File: src/rtl/seg7_serial_driver.sv
// seg7_serial_driver: renders a 32-bit display word into 64 active-low
// segment bits and shifts them MSB-first into the board's 7-segment
// shift-register chain (seg_clk / seg_sout / seg_pen / seg_clrn).
// Optional feature macro: SEG7_DRV_REFRESH_EN adds a free-running refresh
// counter that requests a frame every REFRESH_PERIOD clock cycles.
module seg7_serial_driver #(
  parameter int unsigned CLK_DIV        = 2,
  parameter int unsigned REFRESH_PERIOD = 1000000
) (
  input  logic        clk,
  input  logic        rst,
  input  logic        start,
  input  logic        hex_mode,
  input  logic        flash,
  input  logic [31:0] hexs,
  input  logic [7:0]  points,
  input  logic [7:0]  les,
  output logic        seg_clk,
  output logic        seg_sout,
  output logic        seg_pen,
  output logic        seg_clrn,
  output logic        busy
);

  localparam int unsigned FRAME_W = 64;
  localparam int unsigned BIT_W   = 6;
  localparam int unsigned DIV_W   = (CLK_DIV > 1) ? $clog2(CLK_DIV) : 1;

  localparam logic [BIT_W-1:0] LAST_BIT = BIT_W'(FRAME_W - 1);
  localparam logic [DIV_W-1:0] LAST_DIV = DIV_W'(CLK_DIV - 1);

  localparam logic [2:0] ST_IDLE     = 3'd0;
  localparam logic [2:0] ST_LOAD     = 3'd1;
  localparam logic [2:0] ST_SHIFT_LO = 3'd2;
  localparam logic [2:0] ST_SHIFT_HI = 3'd3;
  localparam logic [2:0] ST_DONE     = 3'd4;

  logic [2:0]         state_q, state_nxt;
  logic [DIV_W-1:0]   div_q, div_nxt;
  logic [BIT_W-1:0]   bit_q, bit_nxt;
  logic [FRAME_W-1:0] frame_q, frame_nxt;
  logic               seg_clk_nxt, seg_sout_nxt, seg_pen_nxt, busy_nxt;
  logic               start_d;
  logic               start_edge_c;
  logic               trigger_c;
  logic [FRAME_W-1:0] frame_c;

  // Hex nibble to active-low {dp,g,f,e,d,c,b,a}; dp left dark here.
  function automatic logic [7:0] decode_hex(input logic [3:0] nib);
    logic [7:0] seg;
    case (nib)
      4'h0: seg = 8'hC0;
      4'h1: seg = 8'hF9;
      4'h2: seg = 8'hA4;
      4'h3: seg = 8'hB0;
      4'h4: seg = 8'h99;
      4'h5: seg = 8'h92;
      4'h6: seg = 8'h82;
      4'h7: seg = 8'hF8;
      4'h8: seg = 8'h80;
      4'h9: seg = 8'h90;
      4'hA: seg = 8'h88;
      4'hB: seg = 8'h83;
      4'hC: seg = 8'hC6;
      4'hD: seg = 8'hA1;
      4'hE: seg = 8'h86;
      default: seg = 8'h8E;
    endcase
    return seg;
  endfunction

  // Start edge detector register.
  always_ff @(posedge clk) begin
    if (rst) start_d <= 1'b0;
    else     start_d <= start;
  end

  assign start_edge_c = start & ~start_d;

`ifdef SEG7_DRV_REFRESH_EN
  localparam int unsigned REF_W = (REFRESH_PERIOD > 1) ? $clog2(REFRESH_PERIOD) : 1;
  localparam logic [REF_W-1:0] REF_LAST = REF_W'(REFRESH_PERIOD - 1);

  logic [REF_W-1:0] refresh_q;
  logic             refresh_tick_c;

  // Free-running refresh counter; ticks once per REFRESH_PERIOD cycles.
  always_ff @(posedge clk) begin
    if (rst)                    refresh_q <= '0;
    else if (refresh_q == REF_LAST) refresh_q <= '0;
    else                        refresh_q <= refresh_q + REF_W'(1);
  end

  assign refresh_tick_c = (refresh_q == REF_LAST);
  assign trigger_c      = start_edge_c | refresh_tick_c;
`else
  assign trigger_c      = start_edge_c;
`endif

  // Frame image built from the live inputs; only captured in LOAD.
  always_comb begin
    frame_c = {hexs, hexs};
    if (hex_mode) begin
      for (int i = 0; i < 8; i++) begin
        if (les[i] && flash) frame_c[8*i +: 8] = 8'hFF;
        else                 frame_c[8*i +: 8] = {~points[i], decode_hex(hexs[4*i +: 4])[6:0]};
      end
    end
  end

  // Chain clear: held low in reset, released the cycle after.
  always_ff @(posedge clk) begin
    if (rst) seg_clrn <= 1'b0;
    else     seg_clrn <= 1'b1;
  end

  // State, counters, frame shifter and registered serial outputs.
  always_ff @(posedge clk) begin
    if (rst) begin
      state_q  <= ST_IDLE;
      div_q    <= '0;
      bit_q    <= '0;
      frame_q  <= '0;
      seg_clk  <= 1'b0;
      seg_sout <= 1'b0;
      seg_pen  <= 1'b0;
      busy     <= 1'b0;
    end else begin
      state_q  <= state_nxt;
      div_q    <= div_nxt;
      bit_q    <= bit_nxt;
      frame_q  <= frame_nxt;
      seg_clk  <= seg_clk_nxt;
      seg_sout <= seg_sout_nxt;
      seg_pen  <= seg_pen_nxt;
      busy     <= busy_nxt;
    end
  end

  // Next-state and next-output logic for the frame sequencer.
  always_comb begin
    state_nxt    = state_q;
    div_nxt      = div_q;
    bit_nxt      = bit_q;
    frame_nxt    = frame_q;
    seg_clk_nxt  = seg_clk;
    seg_sout_nxt = seg_sout;
    seg_pen_nxt  = seg_pen;
    busy_nxt     = busy;

    case (state_q)
      ST_IDLE: begin
        if (trigger_c) begin
          state_nxt   = ST_LOAD;
          busy_nxt    = 1'b1;
          seg_pen_nxt = 1'b0;
        end
      end

      ST_LOAD: begin
        frame_nxt    = frame_c;
        seg_sout_nxt = frame_c[FRAME_W-1];
        bit_nxt      = '0;
        div_nxt      = '0;
        seg_clk_nxt  = 1'b0;
        state_nxt    = ST_SHIFT_LO;
      end

      ST_SHIFT_LO: begin
        if (div_q == LAST_DIV) begin
          div_nxt     = '0;
          seg_clk_nxt = 1'b1;
          state_nxt   = ST_SHIFT_HI;
        end else begin
          div_nxt = div_q + DIV_W'(1);
        end
      end

      ST_SHIFT_HI: begin
        if (div_q == LAST_DIV) begin
          div_nxt     = '0;
          seg_clk_nxt = 1'b0;
          if (bit_q == LAST_BIT) begin
            seg_pen_nxt = 1'b1;
            state_nxt   = ST_DONE;
          end else begin
            // Data only moves on the falling edge, so it is stable while high.
            bit_nxt      = bit_q + BIT_W'(1);
            frame_nxt    = {frame_q[FRAME_W-2:0], 1'b0};
            seg_sout_nxt = frame_q[FRAME_W-2];
            state_nxt    = ST_SHIFT_LO;
          end
        end else begin
          div_nxt = div_q + DIV_W'(1);
        end
      end

      ST_DONE: begin
        busy_nxt  = 1'b0;
        state_nxt = ST_IDLE;
      end

      default: begin
        state_nxt   = ST_IDLE;
        busy_nxt    = 1'b0;
        seg_clk_nxt = 1'b0;
      end
    endcase
  end

endmodule

File: config.mk
export PLATFORM = sky130hd
export DESIGN_NAME = seg7_serial_driver
export DESIGN_NICKNAME = d
export VERILOG_FILES = /design/src/rtl/seg7_serial_driver.sv
export SDC_FILE = /design/constraint.sdc
export NUM_CORES = 1
export LEC_CHECK = 0
export BUFFER_PORTS_ARGS = -buffer_cell sky130_fd_sc_hd__buf_4
export CAP_MARGIN = 25
export CORE_ASPECT_RATIO = 0.7
export CORE_UTILIZATION = 45
export CTS_CLUSTER_DIAMETER = 30
export DETAILED_ROUTE_END_ITERATION = 10
export HOLD_SLACK_MARGIN = 0.03
export PLACE_DENSITY = 0.69
export SYNTH_ARGS = -nofsm -noshare
export SYNTH_HDL_FRONTEND = slang
export SYNTH_SLANG_ARGS = --single-unit
File: constraint.sdc
create_clock -name clk -period 1.4 [get_ports clk]
set_input_delay 0.14 -clock clk [delete_from_list [all_inputs] [get_ports clk]]
set_output_delay 0.14 -clock clk [all_outputs]
set_load 0.02 [all_outputs]
Yosys cells after proc, flatten, opt, wreduce, memory -nomap -nowiden:

Memory sizes are Yosys's and may differ from the RTL's.
Index checks and enable logic that the tools add are counted.

* register bits after elaboration: 79
* memory bits (read-only): 896
* bits of input ports: 53
* output and inout port bits: 5
* logic and storage cells: 97
* memories kept: 8

Memory list
* (name not given): words 16, width 7, rd ports 1, clocked after memory_dff 0, write ports 0, line 51 `case (nib)`
* (name not given): words 16, width 7, rd ports 1, clocked after memory_dff 0, write ports 0, line 51
* (name not given): words 16, width 7, rd ports 1, clocked after memory_dff 0, write ports 0, line 51
* (name not given): words 16, width 7, rd ports 1, clocked after memory_dff 0, write ports 0, line 51
* (name not given): words 16, width 7, rd ports 1, clocked after memory_dff 0, write ports 0, line 51
* (name not given): words 16, width 7, rd ports 1, clocked after memory_dff 0, write ports 0, line 51
* +2 memories

* $add $sub $neg: 2
* equality and inequality tests: 10
* muxes and demuxes: 35
* bitwise logic cells: 12
* reductions and logical operators: 20

Operator list (count)
* $mux W63: 2
* $pmux W63 S2: 1
* $mux W64: 1
* $mux W8: 8
* $mux W3: 4
* $mux W6: 2
* $pmux W3 S4: 1
* $pmux W6 S2: 1
* $not A1 Y1: 11
* $mux W1: 10
* $ne A2 B2 Y1 const B: 5
* $reduce_and A3 Y1: 3
* $logic_and A1 B1 Y1: 8
* $pmux W1 S2: 4
* $add A6 B1 Y6 const B: 1
* $eq A3 B2 Y1 const B: 2
* $eq A6 B6 Y1 const B: 1
* $reduce_bool A2 Y1: 3
* $reduce_and A4 Y1: 1
* $reduce_or A2 Y1: 2
* $eq A3 B1 Y1 const B: 1
* $eq A3 B3 Y1 const B: 1
* $logic_not A3 Y1: 1
* $pmux W1 S3: 1
* other kinds (4): 4

Logic depth before layout (Yosys ltp):

* word-level depth: 4
* gate-level depth with buffers: 7
* depth with buffers taken out: 6

Worst setup path before layout:

Ideal clock, no wire load.

* path type: register -> register
* from: register bit_q[0]
* to: register frame_q[60]
* setup time: 0.123 ns
* arrival: 1.331 ns
* data required time: 1.277 ns
* setup slack: -0.054 ns
* stages on the path, launching flop included: 7
* path buffers: 1
* clock period less this slack: 1.454 ns
* cells stage by stage: dfxtp_1 ha_1 nand3_2 o211a_4 clkbuf_1 o21ai_0 nor2_1

* longest elaborated chain between the ends: 3

Ends and longest elaborated chain
* from (decl): line 40 `logic [BIT_W-1:0] bit_q, bit_nxt;`
* from (signal assigned): line 131 `bit_q <= bit_nxt;`
* $eq A6 B6 Y1: line 183 `if (bit_q == LAST_BIT) begin`
* $ne A2 B2 Y1 (no source line)
* $reduce_and A3 Y1 (no source line)
* to (signal assigned): line 132 `frame_q <= frame_nxt;`
* to (decl): line 41 `logic [FRAME_W-1:0] frame_q, frame_nxt;`

Every way passes these cells.
A chain may end at the register's enable or synchronous reset.

Final worst setup path:

* from: register state_q[2]
* to: register frame_q[32]

* longest elaborated chain between the ends: 3
* elaborated cells on any way between the ends: 7
* those cells by class: eq/ne (4); mux (1); reduce/logical (2)

Ends and longest elaborated chain
* from (decl): line 38 `logic [2:0] state_q, state_nxt;`
* from (signal assigned): line 129 `state_q <= state_nxt;`
* $eq A3 B2 Y1 or $eq A3 B1 Y1 (tied branches): line 151 `case (state_q)`
* $ne A2 B2 Y1 (no source line) or $reduce_bool A2 Y1 (tied branches)
* $reduce_and A3 Y1 (no source line)

Several ways; a longest one is shown, not always the timed one.

==> flow_summary.ini <==
[clock_network]
cts_made_buffers = 9
clock-root-buffer = clkbuf_16
cts_tree = done
cts.sinks = 79
clk_pin_slew_ns = 0.06
clock_path_buffers = 2
clk_latency_ns = 0.34
h-tree-depth = 3

[hold_path]
hold_depth = 2
hold_end = bit_q[1]
hp-start = rst
min_path_type = input pin to flip-flop

[setup_path]
startpoint = state_q[2]
reg2regPathDepth = 5
required_ns = 1.62
crit_slowest_cell = and3b_4
path_cells = and3b_4 -> buf_6 -> a311oi_1 -> a221oi_1 -> nor2_1
path_max_fanout = 10
crit_arrival_ns = 1.76
cp.depth = 5
endpoint_kind = flip-flop
reg2reg_to = frame_q[32]
cp_slowest_stage_delay_ns = 0.43
start_kind = flip-flop
cp.buffers_inverters = 1
path_delay_family = simple AND/OR/NAND/NOR gates
r2r_start = state_q[2]
worst-setup-path-type = flip-flop to flip-flop
reg2reg_slack_ns = -0.14

[power]
p_per_area_nw_per_um2 = 834.5
p_leak_uw = 0.003413
peakVddDrop_mv = 0.6550

[grt]
grt_pass1_vias = 5686
antenna_found_initial = 0
grt_overflow = 0
grt_usage = 0.2464
gr-usage-met2 = 0.4165
grt_pass1_wl_mm = 27.62
use_met1 = 0.3234
grt_start_max_net_pins = 56
met3_usage = 0.04276
grt-busiest-layer = met2

[final_layout]
final_cell_mix = buf_4 (133), a21oi_1 (93), dfxtp_1 (74)
layout_commonest_cell = buf_4
fin_nets = 1005
nFillCells = 1068
antenna_cells = 0
area_growth_pct = 35.76
drive_gt1_frac = 0.3178
final_util = 0.6241

[outcome]
outcome = finished, violations left
violations = negative setup slack

[timing]
setup_viol = 61
fin_ws_ns = -0.1371
timing.final.crit_period_ns = 1.537
finalHoldViolCount = 0
fin_skew_ns = 0.005612
tns_ns = -2.164
min_period_over_period = 1.098
worst_pin_slew_ns = 0.4288
slew_viol_final = 0
relSlewSlack = 0.7125
rsz0062_at_grt = true
clock.fmax_mhz = 650.6

[die]
ioPinCount = 58
die_y_um = 98.93
rows = 35
dieArea_sq_um = 13900
die_w_um = 140.5
core_sq_um = 13140
start_util = 0.4597

[synth]
avgSynthCellArea_sq_um = 7.703
yosys.area.top_type_share = 0.2619
synthDistinctLibCells = 55
synth_area_leader_cell = dfxtp_1
synth_edf_count = 0
synth-seq-cells = 79
ys_seq_area_frac = 0.2619
synthTopCellsByArea = dfxtp_1 (26%), ha_1 (12%), a21oi_1 (9.9%), o21ai_0 (7.6%), nor2_1 (4.5%)
ys.flop_type = dfxtp_1
postSynthCellCount = 784
yosys_warnings = 0
synth_nets = 894
synth_area_sq_um = 6040
synthArstFlopShare = 0

[drt]
vias = 6320
drc = 0
drt_iter0_markers = 499
viasPerCell = 5.929
drt_pre_antenna_iters = 6
ant_nets = 0
drt-wirelength-per-cell_um = 17.59
drt-total-wl_mm = 18.75

[placed_design]
pre_cts_ws_ns = -0.1296
place.gp.congestion = 0.9335
hpwl_mm = 12.28
port_buffers = 57

[flow_run]
drv_cap = 0
[power by group]
part	switching (uW)	total, uW	internal, uW
combinational	1030	1910	889
sequential	122	2550	2420
clock	962	2380	1420
total	2110	6840	4730
[stage by stage]
step	hold slack [ns]	cell area, sq um	total power (uW)	std cells
6_report	0.04560	8199	6842	1066
5_1_grt	0.04768	8199	7106	1066
4_1_cts	0.04489	7560	6560	1047
3_5_place_dp	0.3677	7097	4147	1024
3_3_place_gp	0.3636	7097	4091	1024
2_1_floorplan	0.2682	6057	3513	784
[cell type report]
class / count / area, sq um / area share
multi-input cells: 612 / 4414 / 0.5384
repair buffers: 166 / 1589 / 0.1938
well taps: 166 / 207.7 / 0.02533
clock inverters: 6 / 60.06 / 0.007325
inverters: 27 / 101.3 / 0.01236
clock buffers: 10 / 239.0 / 0.02915
flip-flops and latches: 79 / 1588 / 0.1937
[metal layers]
metal  wire, um  share of wire  vias up
met1       8283           0.44     3007
li1           -              -     3067
met3       1010          0.054       27
met4        309          0.016        0
met2       9147           0.49      219
met5          0              0        -
[sequential cells by signal, summed over array words and instances, names as in the netlist]
name      cells
frame_q      63
bit_q         6
state_q       3
busy          1
div_q         1
seg_clk       1
seg_clrn      1
seg_pen       1
seg_sout      1
start_d       1
[cells in the mapped netlist (20+ instances only)]
cell type	n
dfxtp_1	79
nand2_1	33
mux2i_1	25
nor2_1	73
inv_1	27
a21oi_1	120
nand3_1	30
nand2b_1	20
clkbuf_1	26
ha_1	57
o21ai_0	92
buf_2	27
[cells by family (layout without fill, tap and decap cells)]
family | count (synthesis) | in the layout | share of synthesized area
multiplexers | 25 | 25 | 0.04143
XOR/XNOR | 2 | 2 | 0.002901
flip-flops | 79 | 79 | 0.2619
buffers and inverters | 93 | 209 | 0.07520
AO/OA/AOI/OAI | 291 | 291 | 0.2896
adder cells (fa/ha/maj) | 57 | 57 | 0.1181
AND/OR/NAND/NOR | 237 | 237 | 0.2109
[how the worst max path moves through the flow]
stage | end | slack (ns)
floorplan | frame_q[23] | -0.009
global placement | frame_q[46] | -0.07
detailed placement | frame_q[17] | -0.13
CTS | bit_q[2] | -0.06
global route | frame_q[32] | -0.14
finish | frame_q[32] | -0.14
[what timing repair did]
item                                    in CTS  in global routing
gates cloned                                 1                  9
endpoints found under the hold margin        1                  0
endpoints found under the setup margin      70                 71
resized for setup                           42                110
buffers inserted                             5                 11
hold buffers                                 1                  0
pin swaps                                   16                 24
Power figures use the tool's default switching activity.
